===== src/rtl/victory_anim.sv =====
// Purpose: end-of-game LED animation (blink, sweep, bounce) that passes the live rope score through while idle.
// Latency: the first pattern appears the cycle after wingame is seen in IDLE; each later step waits for a slowen tick.
// Backpressure: none; wingame/win_right/mode are ignored while busy and during the done cycle.
//
// Ports: clk, rst (sync, active-high); slowen (tick enable); wingame/win_right/mode (start request, side, pattern);
//        score (idle pass-through); victory_led (LED drive); busy (animation running); done (final-loop pulse).
module victory_anim #(
    parameter int N_LEDS   = 7,
    parameter int BLOCK_W  = 3,
    parameter int N_BLINKS = 2,
    parameter int N_LOOPS  = 1
) (
    input  logic              clk,
    input  logic              rst,
    input  logic              slowen,
    input  logic              wingame,
    input  logic              win_right,
    input  logic [1:0]        mode,
    input  logic [N_LEDS-1:0] score,
    output logic [N_LEDS-1:0] victory_led,
    output logic              busy,
    output logic              done
);

    localparam int C  = (N_LEDS - 1) / 2;
    localparam int PW = $clog2(N_LEDS);

    localparam logic [PW-1:0]     POS_C      = PW'(C);
    localparam logic [PW-1:0]     POS_CM1    = PW'(C - 1);
    localparam logic [PW-1:0]     POS_CP1    = PW'(C + 1);
    localparam logic [PW-1:0]     POS_TOP    = PW'(N_LEDS - 1);
    localparam logic [PW-1:0]     POS_TOPM1  = PW'(N_LEDS - 2);
    localparam logic [3:0]        BLINK_LAST = 4'(N_BLINKS - 1);
    localparam logic [7:0]        LOOP_INIT  = 8'(N_LOOPS);
    localparam logic [N_LEDS-1:0] LED_ONE    = {{(N_LEDS-1){1'b0}}, 1'b1};
    localparam logic [N_LEDS-1:0] RIGHT_BLK  = {{(N_LEDS-BLOCK_W){1'b0}}, {BLOCK_W{1'b1}}};
    localparam logic [N_LEDS-1:0] LEFT_BLK   = {{BLOCK_W{1'b1}}, {(N_LEDS-BLOCK_W){1'b0}}};
    // With only one LED per side the return sweep would be empty, so bounce ends at the far LED.
    localparam bit                HAS_BACK   = (C > 1);

    typedef enum logic [2:0] {
        IDLE,
        BLINK_ON,
        BLINK_OFF,
        CENTER,
        SWEEP_OUT,
        SWEEP_BACK
    } state_t;

    state_t        state, state_nxt;
    logic [PW-1:0] pos, pos_nxt;
    logic [3:0]    blink_cnt, blink_nxt;
    logic [7:0]    loop_cnt, loop_nxt;
    logic          side_r, side_nxt;
    logic [1:0]    mode_r, mode_nxt;
    logic          done_nxt;
    logic          loop_end;

    always_ff @(posedge clk) begin
        if (rst) begin
            state     <= IDLE;
            pos       <= '0;
            blink_cnt <= '0;
            loop_cnt  <= '0;
            side_r    <= 1'b0;
            mode_r    <= 2'd0;
            done      <= 1'b0;
        end else begin
            state     <= state_nxt;
            pos       <= pos_nxt;
            blink_cnt <= blink_nxt;
            loop_cnt  <= loop_nxt;
            side_r    <= side_nxt;
            mode_r    <= mode_nxt;
            done      <= done_nxt;
        end
    end

    always_comb begin
        state_nxt   = state;
        pos_nxt     = pos;
        blink_nxt   = blink_cnt;
        loop_nxt    = loop_cnt;
        side_nxt    = side_r;
        mode_nxt    = mode_r;
        done_nxt    = 1'b0;
        loop_end    = 1'b0;
        busy        = 1'b1;
        victory_led = LED_ONE << pos;

        case (state)
            IDLE: begin
                victory_led = score;
                busy        = 1'b0;
                // done high marks the cycle just after a finished run; a start is only taken after it.
                if (wingame && !done) begin
                    side_nxt  = win_right;
                    mode_nxt  = mode;
                    loop_nxt  = LOOP_INIT;
                    blink_nxt = '0;
                    pos_nxt   = POS_C;
                    state_nxt = mode[1] ? CENTER : BLINK_ON;
                end
            end
            BLINK_ON: begin
                victory_led = side_r ? RIGHT_BLK : LEFT_BLK;
                if (slowen) state_nxt = BLINK_OFF;
            end
            BLINK_OFF: begin
                victory_led = '0;
                if (slowen) begin
                    if (blink_cnt == BLINK_LAST) begin
                        if (mode_r == 2'd0) begin
                            pos_nxt   = POS_C;
                            state_nxt = CENTER;
                        end else begin
                            loop_end = 1'b1;
                        end
                    end else begin
                        blink_nxt = blink_cnt + 4'd1;
                        state_nxt = BLINK_ON;
                    end
                end
            end
            CENTER: begin
                if (slowen) begin
                    pos_nxt   = side_r ? POS_CM1 : POS_CP1;
                    state_nxt = SWEEP_OUT;
                end
            end
            SWEEP_OUT: begin
                if (slowen) begin
                    if (pos == (side_r ? '0 : POS_TOP)) begin
                        if (mode_r == 2'd3 && HAS_BACK) begin
                            pos_nxt   = side_r ? PW'(1) : POS_TOPM1;
                            state_nxt = SWEEP_BACK;
                        end else begin
                            loop_end = 1'b1;
                        end
                    end else begin
                        pos_nxt = side_r ? pos - PW'(1) : pos + PW'(1);
                    end
                end
            end
            SWEEP_BACK: begin
                if (slowen) begin
                    if (pos == (side_r ? POS_CM1 : POS_CP1)) begin
                        loop_end = 1'b1;
                    end else begin
                        pos_nxt = side_r ? pos + PW'(1) : pos - PW'(1);
                    end
                end
            end
            default: begin
                state_nxt = IDLE;
            end
        endcase

        // Loop wrap happens on the same tick as the last step, so loops run back to back.
        if (loop_end) begin
            blink_nxt = '0;
            pos_nxt   = POS_C;
            if (N_LOOPS == 0 || loop_cnt > 8'd1) begin
                if (N_LOOPS != 0) loop_nxt = loop_cnt - 8'd1;
                state_nxt = mode_r[1] ? CENTER : BLINK_ON;
            end else begin
                loop_nxt  = '0;
                state_nxt = IDLE;
                done_nxt  = 1'b1;
            end
        end
    end

endmodule

===== config.mk =====
export PLATFORM = sky130hd
export DESIGN_NAME = victory_anim
export DESIGN_NICKNAME = d
export VERILOG_FILES = /design/src/rtl/victory_anim.sv
export SDC_FILE = /design/constraint.sdc
export NUM_CORES = 1
export LEC_CHECK = 0
export CAP_MARGIN = 0
export CORE_ASPECT_RATIO = 2
export CORE_MARGIN = 2
export CORE_UTILIZATION = 45
export DETAILED_ROUTE_END_ITERATION = 10
export HOLD_SLACK_MARGIN = 0.06
export PLACE_DENSITY = 0.68
export SLEW_MARGIN = 10
export SYNTH_ARGS = -nofsm -noshare
export SYNTH_HDL_FRONTEND = slang
export SYNTH_SLANG_ARGS = --single-unit
export TNS_END_PERCENT = 20

===== constraint.sdc =====
create_clock -name clk -period 2.3 [get_ports clk]
set_input_delay 0.69 -clock clk [delete_from_list [all_inputs] [get_ports clk]]
set_output_delay 0.69 -clock clk [all_outputs]
set_load 0.02 [all_outputs]

==> run_results.csv, run 1 <==
group,metric,value,unit
outcome,outcome,"finished clean",
yosys,synthArstFlopShare,0,%
finish,seqCellArea,445.4,sq um
timing,period_needed,2.274,ns
timing,max_freq,439.7,MHz
floorplanning,die_h,90.52,microns
hold_path,hold_class,"flop to flop",
place,dp_hpwl,3887,microns
cts,cts-htree-levels,1,
setup_path,path_max_fanout,1,
timing,setup-violations-final,0,
route,routed_wl,4799,microns
route,drcViolationCount,0,
cts,cts_tree,"built",
yosys,synth_flop_cell,"dfxtp_1",
finish,diodes,0,
yosys,synthesis.nets,235,
timing,fin_skew,0.004708,ns
timing,tightestPinTransition,0.4152,ns
setup_path,worstPathRequired,1.61,ns
timing,finalWorstSetupSlack,0.02554,ns
floorplanning,ios,23,
setup_path,worst_path_largest_cell_delay,0.41,ns
finish,multi_input_area,1157,sq um
place,portBuffers,22,
floorplanning,row_count,31,
setup_path,startpoint_type,"input pin",
finish,fin_nets,286,
power,power_density,1043,nW/um^2
floorplanning,start_util,46.69,%
cts,insertion_delay,0.27,ns
global_routing,antenna_found_initial,0,
finish,final_common_cell,"buf_4",
timing,rsz0062_at_grt,"true",
setup_path,worstPathCellList,"clkdlybuf4s50_1 -> a221o_1 -> buf_2",
place,dp_slack,-0.3552,ns
global_routing,gr-total-overflow,0,
cts,cts_setup_buffers,0,
global_routing,grt_use_total,24.87,%
route,dr.pass1.iters,4,
finish,layout.cells.non_filler,310,
setup_path,slowest_stage,"clkdlybuf4s50_1",
place,placed_cells,306,
power,p_leak,0.0009196,uW
yosys,yosysSeqAreaShare,26.15,%
setup_path,crit_type,"input pin to output pin",
power,peakVddDrop,0.0005700,V
yosys,ys_warn_count,0,
finish,drive_gt1_share,24.90,%
setup_path,critPathTopFamily,"buffers and inverters",
yosys,post_synth.cell_area_avg,7.982,sq um
finish,nFillCells,361,
cts,cts_max_path_buffers,2,
job,cap_violations,0,
yosys,synth_cell_types,55,
place,finalWeightedCongestion,0.8527,
finish,areaGrowthSynthToFinish,31.35,%
global_routing,grt_pass1_vias,1759,
setup_path,critPathCaptureType,"output pin",
cts,numCtsBuffers,3,
route,viasPerCell,5.681,
yosys,synth_seq_cells,22,
floorplanning,fp.coreArea,3607,sq um
setup_path,cp_data_arrival_time,1.58,ns
timing,finalHoldViolations,0,
cts,clock-sinks,22,
setup_path,critPathBufInv,2,
floorplanning,die_area,4277,sq um
yosys,syn_area,1684,sq um
timing,post-route-period-util,98.89,%
floorplanning,fp.dieW,47.26,microns
global_routing,grt_start_max_net_pins,15,
route,wl_per_cell,15.48,microns
timing,max_slew_margin,72.20,%
cts,clk_pin_slew,0.07,ns
yosys,synth_cells,211,
finish,layout_common_cells,"buf_4, nand2_1, nor2_1",
global_routing,grt_pass1_wl,7879,microns
yosys,synth_edf_count,0,
route,drt_iter0_markers,59,
timing,slew_violations,0,
cts,cts_hold_buffers,0,
route,vias,1761,
cts,cts-root-buf,"clkbuf_8",
route,detail-route-antenna-nets,0,
timing,whs,0.5018,ns
## stage by stage
stage	setup TNS (ns)	cell area, sq um	power [uW]	util, %
2_1_floorplan	0	1684	1480	-
3_3_place_gp	-3.830	2166	2064	60.04
3_5_place_dp	-3.840	2166	2073	60.04
4_1_cts	-0.05211	2201	2298	61.01
5_1_grt	-0.1085	2212	2485	61.32
6_report	0	2212	2308	61.32
## final cells by class
class,instances,share of cell area (%)
sequential,22,20.14
timing repair buffer,57,20.42
tap,49,2.771
inverter,11,1.867
clock buffer,4,2.489
multi-input combinational,167,52.32
## kinds of logic (layout without fill, tap and decap cells)
kind of cell	after synthesis	count (layout)	synth area share, %
DFF	22	22	26.15
adders and majority gates	10	10	7.429
muxes	2	2	1.189
buffers and inverters	22	72	6.166
AOI/OAI and AO/OA	52	52	23.70
and+or+nand+nor	95	95	31.21
xor gates and xnor gates	8	8	4.161
## cells in the mapped netlist (4+ instances only)
master,instances,area share [%]
xor2_1,5,2.6
nand2_1,22,4.9
a221o_1,7,4.2
nand2b_1,4,1.5
nor3_1,10,3.0
buf_2,5,1.5
dfxtp_1,22,26
ha_1,10,7.4
nor2b_1,4,1.5
inv_1,11,2.5
nor2_1,22,4.9
nand3_1,6,1.8
o21ai_0,7,2.1
a21oi_1,14,4.2
## sequential cells by signal (all words and copies together) (netlist names)
signal,count
loop_cnt,8
blink_cnt,4
pos,3
state,3
mode_r,2
done,1
side_r,1
## timing repair
action                     CTS  global route
pin swaps                    0             1
resized for setup           28             7
setup endpoints to repair    8            12
## final timing paths
path               endpoint  cells past startpoint  slack, ns     start
max          victory_led[0]                      3       0.03  score[0]
min                  pos[2]                      2       0.50    pos[2]
max reg2reg     loop_cnt[6]                      7       0.13    pos[1]
min reg2reg          pos[2]                      2       0.50    pos[2]
## worst reg2reg max path, cell delays in order (launching register included)
cell	delay [ns]
dfxtp_1	0.38
buf_4	0.17
xor2_1	0.18
mux2i_1	0.28
and4bb_4	0.30
o211ai_1	0.38
nor3_1	0.10
a211o_1	0.27
## where the power goes
| part | internal [uW] | switching (uW) | total, uW | leakage [uW] |
|---|---|---|---|---|
| logic | 687 | 809 | 1500 | 0.000710 |
| clock network | 153 | 124 | 276 | 0.0000288 |
| registers | 449 | 86.4 | 535 | 0.000180 |
## metal layers
layer,routed length [microns],vias to the layer above,track usage [%],part of all wire [%]
met1,1597,812,22.72,33
met5,0,-,0,0
met4,248,0,14.12,5.2
met2,2802,57,45.50,58
met3,151,19,4.200,3.1
li1,-,873,-,-
No activity file was read; power rests on OpenSTA's default activity.
==> run 2: changes to the inputs <==
- CORE_MARGIN: 2 -> unset
==> run_results.csv, run 2 (synthesis results as in run 1) <==
group,metric,value,unit
finish,fin_nets,289,
cts,clk_pin_slew,0.08,ns
finish,top_regs,"loop_cnt: 8 flops, blink_cnt: 4 flops",
setup_path,rrSetupSlack,0.10,ns
hold_path,hold_class,"flop to flop",
floorplanning,ios,23,
setup_path,worstPathRequired,1.61,ns
hold_path,holdPathEnd,"loop_cnt[4]",
global_routing,gr-total-overflow,0,
route,dr.pass1.iters,4,
power,p_leak,0.0009348,uW
cts,clock-sinks,22,
route,vias,1796,
cts,cts-root-buf,"clkbuf_8",
setup_path,critPathCaptureType,"output pin",
cts,cts_hold_buffers,0,
setup_path,crit_type,"input pin to output pin",
cts,insertion_delay,0.27,ns
global_routing,grt_start_max_net_pins,13,
timing,fin_tns_setup,0,ns
timing,period_needed,2.244,ns
setup_path,r2r_start,"pos[1]",
timing,post-route-period-util,97.56,%
route,detail-route-antenna-nets,0,
place,placed_cells,309,
place,portBuffers,22,
finish,areaGrowthSynthToFinish,32.09,%
cts,numCtsBuffers,3,
cts,cts-htree-levels,1,
finish,regMostFlops,"loop_cnt",
timing,finalHoldViolations,0,
floorplanning,die_area,4006,sq um
timing,tightestPinTransition,0.4349,ns
global_routing,antenna_found_initial,0,
finish,layout_common_cells,"buf_4, nand2_1, nor2_1",
route,viasPerCell,5.738,
floorplanning,die_h,88.52,microns
setup_path,path_max_fanout,1,
cts,cts_tree,"built",
finish,final_common_cell,"buf_4",
power,power_density,1030,nW/um^2
route,drt_iter0_markers,38,
setup_path,cp_data_arrival_time,1.55,ns
setup_path,worstReg2RegEnd,"loop_cnt[6]",
timing,slew_violations,0,
place,finalWeightedCongestion,0.9136,
power,peakVddDrop,0.0004982,V
floorplanning,fp.coreArea,3607,sq um
global_routing,grt_pass1_vias,1819,
setup_path,startpoint_type,"input pin",
cts,cts_setup_buffers,0,
timing,rsz0062_at_grt,"true",
route,drcViolationCount,0,
outcome,outcome,"finished clean",
timing,max_freq,445.6,MHz
place,dp_hpwl,3863,microns
timing,fin_skew,0.002156,ns
cts,cts_max_path_buffers,2,
global_routing,grt_use_total,26.99,%
finish,largest_register_ffs,8,
route,routed_wl,4809,microns
job,cap_violations,0,
timing,max_slew_margin,70.88,%
finish,diodes,0,
finish,drive_gt1_share,25.00,%
floorplanning,fp.dieW,45.26,microns
floorplanning,row_count,31,
global_routing,grt_pass1_wl,8017,microns
timing,setup-violations-final,0,
floorplanning,start_util,46.69,%
finish,layout.cells.non_filler,313,
hold_path,hold_path_depth,2,
setup_path,rr_worst_depth,7,
hold_path,holdCritStartpoint,"loop_cnt[4]",
route,wl_per_cell,15.36,microns
[run 2: cell types whose count changed in the layout (fill, tap and decap cells not counted), sizes merged]
| cell | delta |
|---|---|
| buf | +3 |
| clkbuf | +1 |
| clkdlybuf4s15 | -1 |
[run 2: how the worst max path moves through the flow]
stage               cells past startpoint        endpoint      from  slack (ns)
detailed placement                      3  victory_led[1]  score[1]       -0.33
global placement                        3  victory_led[6]  score[6]       -0.32
CTS                                     3  victory_led[0]  score[0]       -0.03
floorplan                               4  victory_led[3]  state[0]        0.25
global route                            7     loop_cnt[6]    pos[1]       -0.07
finish                                  3  victory_led[4]  score[4]        0.06
[run 2: final cells by class]
| cell class | count | area [sq um] |
|---|---|---|
| sequential | 22 | 442.9 |
| clock buffer | 4 | 55.05 |
| timing repair buffer | 60 | 469.2 |
| multi-input combinational | 167 | 1155 |
| tap | 49 | 61.31 |
| inverter | 11 | 41.29 |
| fill | 371 | 1383 |
[run 2: where the power goes]
group	internal [uW]	total [uW]	leakage [uW]	switching, uW
Sequential	445	528	0.000180	83.0
Combinational	673	1480	0.000726	807
Clock	153	283	0.0000288	131
Total	1270	2290	0.000935	1020
[run 2: layer usage]
metal	track usage [%]	up-vias	routed length, microns
met4	18.18	0	218
met5	0	-	0
met1	24.34	852	1676
li1	-	882	-
met2	52.17	43	2797
met3	2.653	19	117
[run 2: what timing repair did]
| action | 4_1_cts | 5_1_grt |
|---|---|---|
| pin swaps | 0 | 1 |
| endpoints found under the setup margin | 8 | 8 |
| resized for setup | 29 | 5 |
[run 2: metrics by stage]
stage	worst slack (ns)	power, uW	hold WS (ns)	area, sq um	util [%]
detailed placement	-0.3253	2069	0.5099	2188	60.67
CTS	-0.03151	2298	0.5253	2225	61.67
global placement	-0.3194	2052	0.4893	2188	60.67
finish	0.05602	2292	0.5250	2225	61.67
floorplan	0.2471	1480	0.4740	1684	-
global route	-0.07259	2460	0.5643	2225	61.67
[run 2: critical path: stages]
cell,delay [ns]
clkdlybuf4s50_1,0.40
a221o_1,0.31
buf_2,0.16
==> run 3: changes to the inputs <==
- HOLD_SLACK_MARGIN: 0.06 -> unset
- SETUP_SLACK_MARGIN: unset -> 0.3
==> run_results.csv, run 3 (synthesis results as in run 1) <==
group,metric,value,unit
outcome,outcome,"finished clean",
power,p_leak,0.001001,uW
place,dp_hpwl,3829,microns
hold_path,hold_path_depth,2,
hold_path,hold_class,"flop to flop",
route,drt_iter0_markers,41,
finish,final_area,2376,sq um
setup_path,worstReg2RegEnd,"state[0]",
timing,fin_skew,0.003001,ns
timing,period_needed,2.166,ns
place,portBuffers,22,
setup_path,crit_type,"flop to flop",
floorplanning,die_area,4006,sq um
finish,top_regs,"loop_cnt: 8 flops, blink_cnt: 4 flops",
global_routing,antenna_found_initial,0,
floorplanning,fp.coreArea,3607,sq um
finish,final_common_cell,"buf_4",
timing,setup-violations-final,0,
setup_path,cp_data_arrival_time,2.34,ns
setup_path,rrSetupSlack,0.13,ns
finish,drive_gt1_share,30.86,%
timing,max_slew_margin,70.62,%
setup_path,critPathCaptureType,"flop",
hold_path,holdPathEnd,"blink_cnt[3]",
setup_path,r2r_start,"state[0]",
route,wl_per_cell,16.01,microns
floorplanning,row_count,31,
timing,finalWorstSetupSlack,0.1342,ns
job,cap_violations,0,
route,dr.pass1.iters,4,
route,viasPerCell,5.774,
global_routing,gr-total-overflow,0,
setup_path,path_max_fanout,15,
global_routing,grt_pass1_wl,8362,microns
timing,tightestPinTransition,0.4347,ns
global_routing,grt_use_total,28.15,%
setup_path,worstPathCellList,"buf_6 -> or3b_1 -> a211o_1 -> nor4b_2 -> buf_4 -> nor3_4 -> a21oi_2 -> a221oi_2",
finish,fin_nets,294,
setup_path,worst_path_largest_cell_delay,0.37,ns
cts,cts-root-buf,"clkbuf_8",
finish,final_util,65.87,%
place,dp_slack,-0.3446,ns
route,detail-route-antenna-nets,0,
floorplanning,start_util,46.69,%
finish,areaGrowthSynthToFinish,41.08,%
setup_path,worstPathRequired,2.47,ns
timing,post-route-period-util,94.17,%
global_routing,grt_start_max_net_pins,16,
setup_path,slowest_stage,"dfxtp_4",
setup_path,rr_worst_depth,8,
floorplanning,fp.dieW,45.26,microns
cts,clk_pin_slew,0.08,ns
global_routing,grt_pass1_vias,1866,
cts,cts_max_path_buffers,2,
timing,finalHoldViolations,0,
route,vias,1836,
cts,numCtsBuffers,3,
timing,whs,0.5223,ns
place,placed_area,2188,sq um
setup_path,startpoint_type,"flop",
timing,fin_tns_setup,0,ns
cts,cts-htree-levels,1,
finish,layout_common_cells,"buf_4, nand2_1, nor2_1",
power,power_density,1073,nW/um^2
place,finalWeightedCongestion,0.9400,
cts,clock-sinks,22,
cts,cts_hold_buffers,0,
floorplanning,ios,23,
finish,regMostFlops,"loop_cnt",
floorplanning,die_h,88.52,microns
route,routed_wl,5092,microns
timing,rsz0062_at_grt,"true",
timing,slew_violations,0,
cts,cts_tree,"built",
power,peakVddDrop,0.0005380,V
hold_path,holdCritStartpoint,"blink_cnt[3]",
cts,insertion_delay,0.26,ns
finish,largest_register_ffs,8,
route,drcViolationCount,0,
timing,max_freq,461.7,MHz
finish,diodes,0,
## run 3: changes by cell type in the layout (fill, tap and decap cells not counted), moves of 2 or more
cell	delta
buf_2	-5
buf_4	+3
buf_6	+8
clkdlybuf4s50_1	-7
dfxtp_1	-4
dfxtp_2	+2
dfxtp_4	+2
dlygate4sd2_1	+7
o21ai_0	-2
o21ai_1	+2
## run 3: routing by layer
layer,vias to the layer above,part of all wire [%],GRT usage (%)
met3,24,3.1,3.673
met1,864,33,26.07
met4,0,4.5,14.60
met2,63,60,55.20
met5,-,0,0
li1,885,-,-
## run 3: worst max-delay path by stage
| stage | startpoint | endpoint | slack, ns | depth (start not counted) |
|---|---|---|---|---|
| after detailed placement | score[4] | victory_led[4] | -0.34 | 3 |
| after global routing | state[1] | victory_led[6] | 0.04 | 5 |
| after global placement | score[2] | victory_led[2] | -0.32 | 3 |
| after CTS | state[0] | victory_led[0] | 0.15 | 5 |
| after floorplan | state[1] | victory_led[0] | 0.29 | 4 |
| final | state[0] | state[0] | 0.13 | 8 |
## run 3: cell type report
type                       count  area, sq um
tap                           49        61.31
fill                         329         1231
sequential                    22        452.9
inverter                      11        41.29
clock buffer                   4        55.05
timing repair buffer          65        543.0
multi-input combinational    167         1222
## run 3: repair_timing
action / in CTS / in global routing
setup buffers: 4 / 1
setup endpoints to repair: 27 / 25
gates resized for setup: 64 / 13
pin swaps: 10 / 5
endpoints found under the hold margin: 0 / 0
## run 3: stage by stage
stage                     cells  total power [uW]
after CTS                   317              2443
final                       318              2549
after detailed placement    309              2073
after floorplan             211              1482
after global routing        318              2717
after global placement      309              2059
## run 3: worst max-delay path, delay by kind of cell, from the launching register on
kind / cells / cell delay [ns]
AOI/OAI and AO/OA: 3 / 0.57
buffers and inverters: 2 / 0.31
DFF: 1 / 0.37
and+or+nand+nor: 3 / 0.81
## run 3: power by group
| group | switching (uW) | internal [uW] |
|---|---|---|
| Combinational | 892 | 834 |
| Clock | 123 | 152 |
| Sequential | 92.3 | 454 |
| Total | 1110 | 1440 |
